## config.mk

```make
export PLATFORM = sky130hd
export DESIGN_NAME = imem_arbiter_flat
export DESIGN_NICKNAME = d
export VERILOG_FILES = /design/src/rtl/imem_arbiter_if.sv /design/src/rtl/imem_arbiter.sv /design/src/flat_wrapper.sv
export SDC_FILE = /design/constraint.sdc
export NUM_CORES = 1
export LEC_CHECK = 0
export ABC_AREA = 1
export CAP_MARGIN = 20
export CORE_AREA = 2 2 98 100
export CTS_BUF_LIST = sky130_fd_sc_hd__clkbuf_8 sky130_fd_sc_hd__clkbuf_16
export CTS_CLUSTER_DIAMETER = 150
export CTS_CLUSTER_SIZE = 8
export DETAILED_ROUTE_END_ITERATION = 10
export DIE_AREA = 0 0 100 102
export PLACE_DENSITY_LB_ADDON = 0.08
export SYNTH_ARGS = -nofsm -noshare
export SYNTH_HDL_FRONTEND = slang
export SYNTH_SLANG_ARGS = --single-unit
```

## constraint.sdc

```tcl
create_clock -name clk -period 1.9 [get_ports clk]
set_input_delay 0.19 -clock clk [delete_from_list [all_inputs] [get_ports clk]]
set_output_delay 0.19 -clock clk [all_outputs]
set_load 0.005 [all_outputs]
```

## src/rtl/imem_arbiter_if.sv

```systemverilog
// Bus bundle for imem_arbiter: fetch port, loader/debug port and IMEM array port.
// The arbiter takes the slave modport; the environment (fetch, loader, memory) takes master.
interface imem_arbiter_if #(
    parameter int WORD_ADDR_WIDTH = 18,
    parameter int DATA_WIDTH      = 32
);
    // Fetch port
    logic                       f_req;
    logic [31:0]                f_addr;
    logic                       f_flush;
    logic                       f_gnt;
    logic                       f_rvalid;
    logic [DATA_WIDTH-1:0]      f_rdata;
    logic                       f_fault;

    // Loader / debug port
    logic                       l_req;
    logic                       l_we;
    logic [31:0]                l_addr;
    logic [DATA_WIDTH-1:0]      l_wdata;
    logic                       l_gnt;
    logic                       l_rvalid;
    logic [DATA_WIDTH-1:0]      l_rdata;
    logic                       l_fault;

    // IMEM array port
    logic                       mem_en;
    logic                       mem_we;
    logic [WORD_ADDR_WIDTH-1:0] mem_addr;
    logic [DATA_WIDTH-1:0]      mem_wdata;
    logic [DATA_WIDTH-1:0]      mem_rdata;

    modport slave (
        input  f_req, f_addr, f_flush,
        output f_gnt, f_rvalid, f_rdata, f_fault,
        input  l_req, l_we, l_addr, l_wdata,
        output l_gnt, l_rvalid, l_rdata, l_fault,
        output mem_en, mem_we, mem_addr, mem_wdata,
        input  mem_rdata
    );

    modport master (
        output f_req, f_addr, f_flush,
        input  f_gnt, f_rvalid, f_rdata, f_fault,
        output l_req, l_we, l_addr, l_wdata,
        input  l_gnt, l_rvalid, l_rdata, l_fault,
        input  mem_en, mem_we, mem_addr, mem_wdata,
        output mem_rdata
    );
endinterface

```

## src/rtl/imem_arbiter.sv

```systemverilog
// Single-port IMEM arbiter: fetch has priority, loader wins after STARVE_LIMIT lost contentions.
// Optional performance counters are enabled with the IMEM_ARB_PERF_EN macro.
module imem_arbiter #(
    parameter int WORD_ADDR_WIDTH = 18,
    parameter int DATA_WIDTH      = 32,
    parameter int STARVE_LIMIT    = 4
) (
    input  logic                clk,
    input  logic                rst_n,
    imem_arbiter_if.slave       bus
`ifdef IMEM_ARB_PERF_EN
    ,
    output logic [31:0]         perf_fetch_cnt,
    output logic [31:0]         perf_stall_cnt
`endif
);

    typedef enum logic [1:0] {
        OWN_NONE  = 2'd0,
        OWN_FETCH = 2'd1,
        OWN_LOAD  = 2'd2
    } owner_e;

    localparam logic [3:0]  STARVE_MAX = 4'(STARVE_LIMIT);
    // Any set bit here means misaligned or outside the byte window.
    localparam logic [31:0] FAULT_MASK =
        ~((32'h1 << (WORD_ADDR_WIDTH + 2)) - 32'h1) | 32'h3;

    // Registered state
    owner_e     resp_owner_q, resp_owner_d;
    logic       resp_fault_q, resp_fault_d;
    logic       resp_we_q,    resp_we_d;
    logic [3:0] starve_cnt_q, starve_cnt_d;

    // Arbitration and address check
    logic f_addr_fault;
    logic l_addr_fault;
    logic l_wins;
    logic f_gnt_c;
    logic l_gnt_c;

    always_comb begin
        f_addr_fault = |(bus.f_addr & FAULT_MASK);
        l_addr_fault = |(bus.l_addr & FAULT_MASK);
        l_wins       = bus.l_req && (!bus.f_req || (starve_cnt_q == STARVE_MAX));
        f_gnt_c      = rst_n && bus.f_req && !l_wins;
        l_gnt_c      = rst_n && bus.l_req && l_wins;
    end

    // Memory strobe: a faulting grant is acknowledged but never reaches the array.
    always_comb begin
        // NOTE: every always_comb output gets a default first, so no path leaves a latch.
        bus.mem_en    = 1'b0;
        bus.mem_we    = 1'b0;
        bus.mem_addr  = '0;
        bus.mem_wdata = '0;
        if (f_gnt_c && !f_addr_fault) begin
            bus.mem_en    = 1'b1;
            bus.mem_addr  = bus.f_addr[WORD_ADDR_WIDTH+1:2];
            bus.mem_wdata = bus.l_wdata;
        end else if (l_gnt_c && !l_addr_fault) begin
            bus.mem_en    = 1'b1;
            bus.mem_we    = bus.l_we;
            bus.mem_addr  = bus.l_addr[WORD_ADDR_WIDTH+1:2];
            bus.mem_wdata = bus.l_wdata;
        end
    end

    assign bus.f_gnt = f_gnt_c;
    assign bus.l_gnt = l_gnt_c;

    // Next-state: response owner and starvation count
    always_comb begin
        resp_owner_d = OWN_NONE;
        resp_fault_d = 1'b0;
        resp_we_d    = 1'b0;
        if (f_gnt_c) begin
            resp_owner_d = OWN_FETCH;
            resp_fault_d = f_addr_fault;
        end else if (l_gnt_c) begin
            resp_owner_d = OWN_LOAD;
            resp_fault_d = l_addr_fault;
            resp_we_d    = bus.l_we;
        end

        starve_cnt_d = starve_cnt_q;
        if (l_gnt_c) begin
            starve_cnt_d = 4'd0;
        end else if (bus.l_req && (starve_cnt_q < STARVE_MAX)) begin
            starve_cnt_d = starve_cnt_q + 4'd1;
        end
    end

    always_ff @(posedge clk) begin
        // NOTE: state flops use non-blocking assignment so every flop samples pre-edge values.
        if (!rst_n) begin
            resp_owner_q <= OWN_NONE;
            resp_fault_q <= 1'b0;
            resp_we_q    <= 1'b0;
            starve_cnt_q <= 4'd0;
        end else begin
            resp_owner_q <= resp_owner_d;
            resp_fault_q <= resp_fault_d;
            resp_we_q    <= resp_we_d;
            starve_cnt_q <= starve_cnt_d;
        end
    end

    // Response stage: data comes straight from the array one cycle after the strobe.
    logic f_resp;
    logic l_resp;

    always_comb begin
        f_resp       = rst_n && (resp_owner_q == OWN_FETCH) && !bus.f_flush;
        l_resp       = rst_n && (resp_owner_q == OWN_LOAD);

        bus.f_rvalid = f_resp;
        bus.f_fault  = f_resp && resp_fault_q;
        bus.f_rdata  = (f_resp && !resp_fault_q) ? bus.mem_rdata : '0;

        bus.l_rvalid = l_resp;
        bus.l_fault  = l_resp && resp_fault_q;
        bus.l_rdata  = (l_resp && !resp_fault_q && !resp_we_q) ? bus.mem_rdata : '0;
    end

`ifdef IMEM_ARB_PERF_EN
    logic [31:0] perf_fetch_q, perf_fetch_d;
    logic [31:0] perf_stall_q, perf_stall_d;

    always_comb begin
        perf_fetch_d = perf_fetch_q + 32'(f_gnt_c && !f_addr_fault);
        perf_stall_d = perf_stall_q + 32'(bus.f_req && !f_gnt_c);
    end

    always_ff @(posedge clk) begin
        if (!rst_n) begin
            perf_fetch_q <= '0;
            perf_stall_q <= '0;
        end else begin
            perf_fetch_q <= perf_fetch_d;
            perf_stall_q <= perf_stall_d;
        end
    end

    assign perf_fetch_cnt = perf_fetch_q;
    assign perf_stall_cnt = perf_stall_q;
`endif

endmodule

```

## src/flat_wrapper.sv

```systemverilog
// flat-port wrapper written by rule: the top's interface ports become plain ports
module imem_arbiter_flat 
#(
    parameter int WORD_ADDR_WIDTH = 18,
    parameter int DATA_WIDTH      = 32,
    parameter int STARVE_LIMIT    = 4
)
  (clk, rst_n, bus_f_req, bus_f_addr, bus_f_flush, bus_f_gnt, bus_f_rvalid, bus_f_rdata, bus_f_fault, bus_l_req, bus_l_we, bus_l_addr, bus_l_wdata, bus_l_gnt, bus_l_rvalid, bus_l_rdata, bus_l_fault, bus_mem_en, bus_mem_we, bus_mem_addr, bus_mem_wdata, bus_mem_rdata);
  imem_arbiter_if #(.WORD_ADDR_WIDTH(WORD_ADDR_WIDTH), .DATA_WIDTH(DATA_WIDTH)) bus_i ();
  input  logic clk;
  input  logic rst_n;
  input wire logic [$bits(bus_i.f_req)-1:0] bus_f_req;
  input wire logic [$bits(bus_i.f_addr)-1:0] bus_f_addr;
  input wire logic [$bits(bus_i.f_flush)-1:0] bus_f_flush;
  output wire logic [$bits(bus_i.f_gnt)-1:0] bus_f_gnt;
  output wire logic [$bits(bus_i.f_rvalid)-1:0] bus_f_rvalid;
  output wire logic [$bits(bus_i.f_rdata)-1:0] bus_f_rdata;
  output wire logic [$bits(bus_i.f_fault)-1:0] bus_f_fault;
  input wire logic [$bits(bus_i.l_req)-1:0] bus_l_req;
  input wire logic [$bits(bus_i.l_we)-1:0] bus_l_we;
  input wire logic [$bits(bus_i.l_addr)-1:0] bus_l_addr;
  input wire logic [$bits(bus_i.l_wdata)-1:0] bus_l_wdata;
  output wire logic [$bits(bus_i.l_gnt)-1:0] bus_l_gnt;
  output wire logic [$bits(bus_i.l_rvalid)-1:0] bus_l_rvalid;
  output wire logic [$bits(bus_i.l_rdata)-1:0] bus_l_rdata;
  output wire logic [$bits(bus_i.l_fault)-1:0] bus_l_fault;
  output wire logic [$bits(bus_i.mem_en)-1:0] bus_mem_en;
  output wire logic [$bits(bus_i.mem_we)-1:0] bus_mem_we;
  output wire logic [$bits(bus_i.mem_addr)-1:0] bus_mem_addr;
  output wire logic [$bits(bus_i.mem_wdata)-1:0] bus_mem_wdata;
  input wire logic [$bits(bus_i.mem_rdata)-1:0] bus_mem_rdata;
  assign bus_i.f_req = bus_f_req;
  assign bus_i.f_addr = bus_f_addr;
  assign bus_i.f_flush = bus_f_flush;
  assign bus_f_gnt = bus_i.f_gnt;
  assign bus_f_rvalid = bus_i.f_rvalid;
  assign bus_f_rdata = bus_i.f_rdata;
  assign bus_f_fault = bus_i.f_fault;
  assign bus_i.l_req = bus_l_req;
  assign bus_i.l_we = bus_l_we;
  assign bus_i.l_addr = bus_l_addr;
  assign bus_i.l_wdata = bus_l_wdata;
  assign bus_l_gnt = bus_i.l_gnt;
  assign bus_l_rvalid = bus_i.l_rvalid;
  assign bus_l_rdata = bus_i.l_rdata;
  assign bus_l_fault = bus_i.l_fault;
  assign bus_mem_en = bus_i.mem_en;
  assign bus_mem_we = bus_i.mem_we;
  assign bus_mem_addr = bus_i.mem_addr;
  assign bus_mem_wdata = bus_i.mem_wdata;
  assign bus_i.mem_rdata = bus_mem_rdata;
  imem_arbiter #(.WORD_ADDR_WIDTH(WORD_ADDR_WIDTH), .DATA_WIDTH(DATA_WIDTH), .STARVE_LIMIT(STARVE_LIMIT)) u_core (.clk(clk), .rst_n(rst_n), .bus(bus_i));
endmodule
```

==> results by group <==
Placed design
  – Port bufs: 255
  – GPL Wtd Cong: 0.8235
  – Area post-placement: 4323 sq um
  – HPWL Detailed: 7866 um

Layout
  – Layout area overhead: 186.2%
  – Filler instances: 913
  – FF/Latch Area: 163.9 sq um
  – Commonest non-fill, non-tap cell in the layout: clkdlybuf4s50_1
  – Multi-input combinational cell area: 1175 sq um
  – Fin area: 4688 sq um
  – Layout cells sized above 1: 0.3079
  – NumNets Final: 755
  – # diodes: 0
  – Most frequent cells in the layout: 146 x clkdlybuf4s50_1, 100 x nor2_1, 82 x inv_1

Power
  – Total power: 887.9 uW
  – Sequential share of power: 0.204
  – Clock network fraction of total power: 0.223
  – Switch Pwr: 229.7 uW
  – Max IR drop VDD: 191.5 uV
  – Internal power: 658.2 uW
  – Power per standard cell area: 189.4 nW/um^2
  – Switch share: 0.2587
  – Leak Pwr: 2.811 nW
  – Combinational Power Share: 0.573

Status
  – Failing checks: setup timing
  – Outcome: finished with violations

Worst setup path
  – CP Launch Type: input port
  – CP Capture Type: primary output
  – Cell count of the worst reg-to-reg path: 11
  – Max FO, Critical Path: 18
  – Crit Path Category: input port to primary output
  – Reg-to-reg endpoint: u_core.resp_fault_q
  – CP Capture Point: bus_mem_addr[7]
  – Reg-to-reg startpoint: u_core.starve_cnt_q[0]
  – Worst Path Arrival: 1.80 ns
  – Worst setup path startpoint: bus_f_addr[0]
  – Worst path required time: 1.71 ns
  – R2R setup slack: 0.47 ns

Timing
  – Unrepaired setup endpoints after global routing: true
  – Setup Skew: 0.0003818 ns
  – Tcrit/Tclk final: 1.047
  – Max Slew Vio Count: 0
  – Worst setup margin: -0.08848 ns
  – Final setup violation count: 29
  – Final worst path period need: 1.988 ns
  – Least-Margin Pin Slew: 0.3005 ns
  – Fmax: 502.9 MHz
  – Slew headroom: 0.7982
  – Final Hold Viols: 0

Global routing
  – Global-route wire length before repair: 14460 um
  – Largest net degree at the start of global routing: 33
  – GR Util All Layers: 0.1803
  – Overflow left after global routing: 0
  – Vias in the first global route: 2730
  – Antenna violations before repair: 0

Hold path
  – Hold wc startpoint: u_core.starve_cnt_q[3]
  – Tightest Hold Check Type: register to register
  – Min-Delay Path Depth: 2

Yosys
  – Compound-Gate Fraction of Synth Area: 0.08709
  – Syn_nets: 464
  – Top cells by area, synth: nor2_1 26%, inv_1 21%, dfxtp_1 9.8%, a21oi_1 6.4%, nand3_1 6.4%
  – Synth Cell Area: 1638 sq um
  – Post-Synth XOR/XNOR Area: 0.005348
  – Seq/Total Area, Yosys: 0.09778
  – Synth Register Bits: 8
  – Cell accounting for the most synthesized area: nor2_1
  – Post-synth top area share: 0.2636
  – Multiplexer area fraction after synthesis: 0
  – Syn avg cell area: 4.993 sq um
  – Mapped Cells: 328
  – Syn. warnings: 0
  – Netlist cell types: 24
  – Post-Synth Simple-Gate Area: 0.4851
  – Adder-cell share of the synthesized area: 0.01528
  – Combinational family with the most area after synthesis: simple AND/OR/NAND/NOR gates

Clocking
  – CTS clk-pin slew, worst paths: 0.04 ns
  – H-tree levels: 1
  – Longest Clk Path Bufs: 2
  – Cts hold-fix bufs: 0
  – Clk_lat worst skew: 0.22 ns
  – Num CTS Buffers: 3
  – CTS tree: built
  – Clk sinks: 8
  – Root buffer cell: clkbuf_8

Floorplan
  – Die area: 10200 sq um
  – Core area: 9109 sq um
  – Row count: 35
  – Die Span Y: 102 um
  – I/O pin cnt: 256
  – Initial Utilization: 0.1798
  – DIE WIDTH: 100 um

Job
  – Max Cap Viol: 0

Drt
  – WL final: 10720 um
  – DR pass1 iterations: 4
  – Vias per cell: 4.111
  – Routed Antenna Nets: 0
  – Drt drc: 0
  – Vias: 2993
  – WL/cell: 14.73 um
  – Starting DRC count in detailed routing: 60
-- through the flow --
stage,hold WS (ns),std cells,setup TNS (ns),util,setup WS [ns]
global placement,0.4718,693,-37.84,0.4746,-0.5744
finish,0.4764,728,-1.128,0.5147,-0.08848
detailed placement,0.4712,693,-38.71,0.4746,-0.5934
CTS,0.4790,721,-1.905,0.4996,-0.1375
global route,0.4912,728,-5.971,0.5147,-0.1903
floorplan,0.3234,328,0,-,0.3064
-- critical path, stage by stage --
cell and delay, ns:
clkdlybuf4s50_1 0.39, or2_1 0.23, nor2_2 0.13, nand2_2 0.09, nor2_4 0.10, buf_4 0.12, buf_4 0.12, inv_8 0.07
a21oi_2 0.14, clkdlybuf4s15_2 0.21
-- timing repair --
| item | CTS | global route |
|---|---|---|
| cloned | 5 | 2 |
| pin swaps | 13 | 13 |
| resized for setup | 264 | 133 |
| endpoints found under the hold margin | 0 | 0 |
| setup endpoints to repair | 119 | 112 |
| setup buffers | 20 | 7 |
-- power groups by stage --
stage | Clock [mW] | Sequential, mW | Combinational [mW]
5_1_grt | 0.217 | 0.182 | 0.547
6_report | 0.198 | 0.181 | 0.509
3_3_place_gp | 0 | 0.182 | 0.447
2_1_floorplan | 0 | 0.183 | 0.109
3_5_place_dp | 0 | 0.182 | 0.451
4_1_cts | 0.202 | 0.180 | 0.486
-- synthesized netlist by cell type --
| cell type | count |
|---|---|
| a21oi_1 | 21 |
| a21oi_4 | 2 |
| buf_2 | 4 |
| buf_4 | 1 |
| buf_6 | 7 |
| clkbuf_1 | 3 |
| clkbuf_8 | 3 |
| dfxtp_1 | 8 |
| ha_1 | 2 |
| inv_1 | 90 |
| inv_2 | 1 |
| inv_4 | 1 |
| nand2_1 | 20 |
| nand2_2 | 2 |
| nand3_1 | 21 |
| nand3_4 | 1 |
| nor2_1 | 115 |
| nor2_2 | 2 |
| nor2_4 | 2 |
| nor3_1 | 18 |
| nor4_4 | 1 |
| o21ai_0 | 1 |
| or2_1 | 1 |
| xor2_1 | 1 |
-- routing by layer --
metal	vias up	routed length [um]	track usage
met4	0	225	0.03688
met1	1311	3955	0.1897
met3	16	912	0.04309
met5	-	0	0
li1	1527	-	-
met2	139	5631	0.3628
-- worst min-delay path by stage --
stage / to / slack (ns)
2_1_floorplan: u_core.resp_we_q / 0.32
3_5_place_dp: u_core.starve_cnt_q[3] / 0.47
3_3_place_gp: u_core.starve_cnt_q[3] / 0.47
5_1_grt: u_core.starve_cnt_q[3] / 0.49
4_1_cts: u_core.starve_cnt_q[3] / 0.48
6_report: u_core.starve_cnt_q[3] / 0.48
-- sequential cells by signal, indices dropped and copies added, names as in the netlist --
signal               flops
u_core.resp_fault_q      1
u_core.resp_owner_q      2
u_core.starve_cnt_q      4
u_core.resp_we_q         1
-- logic make-up (layout without fill, tap and decap cells) --
family,after synthesis,in the layout
and+or+nand+nor,183,183
buffers and inverters,110,398
AOI/OAI and AO/OA,24,25
DFF,8,8
adders and majority gates,2,2
xor gates and xnor gates,1,1
-- area by class of cell --
| type | count | area share |
|---|---|---|
| repair buffers | 303 | 0.6007 |
| multi-input cells | 211 | 0.2506 |
| clock buffers | 3 | 0.008807 |
| flip-flops and latches | 8 | 0.03496 |
| inverters | 92 | 0.07526 |
| well taps | 111 | 0.02962 |
No activity file was read; power rests on OpenSTA's default activity.
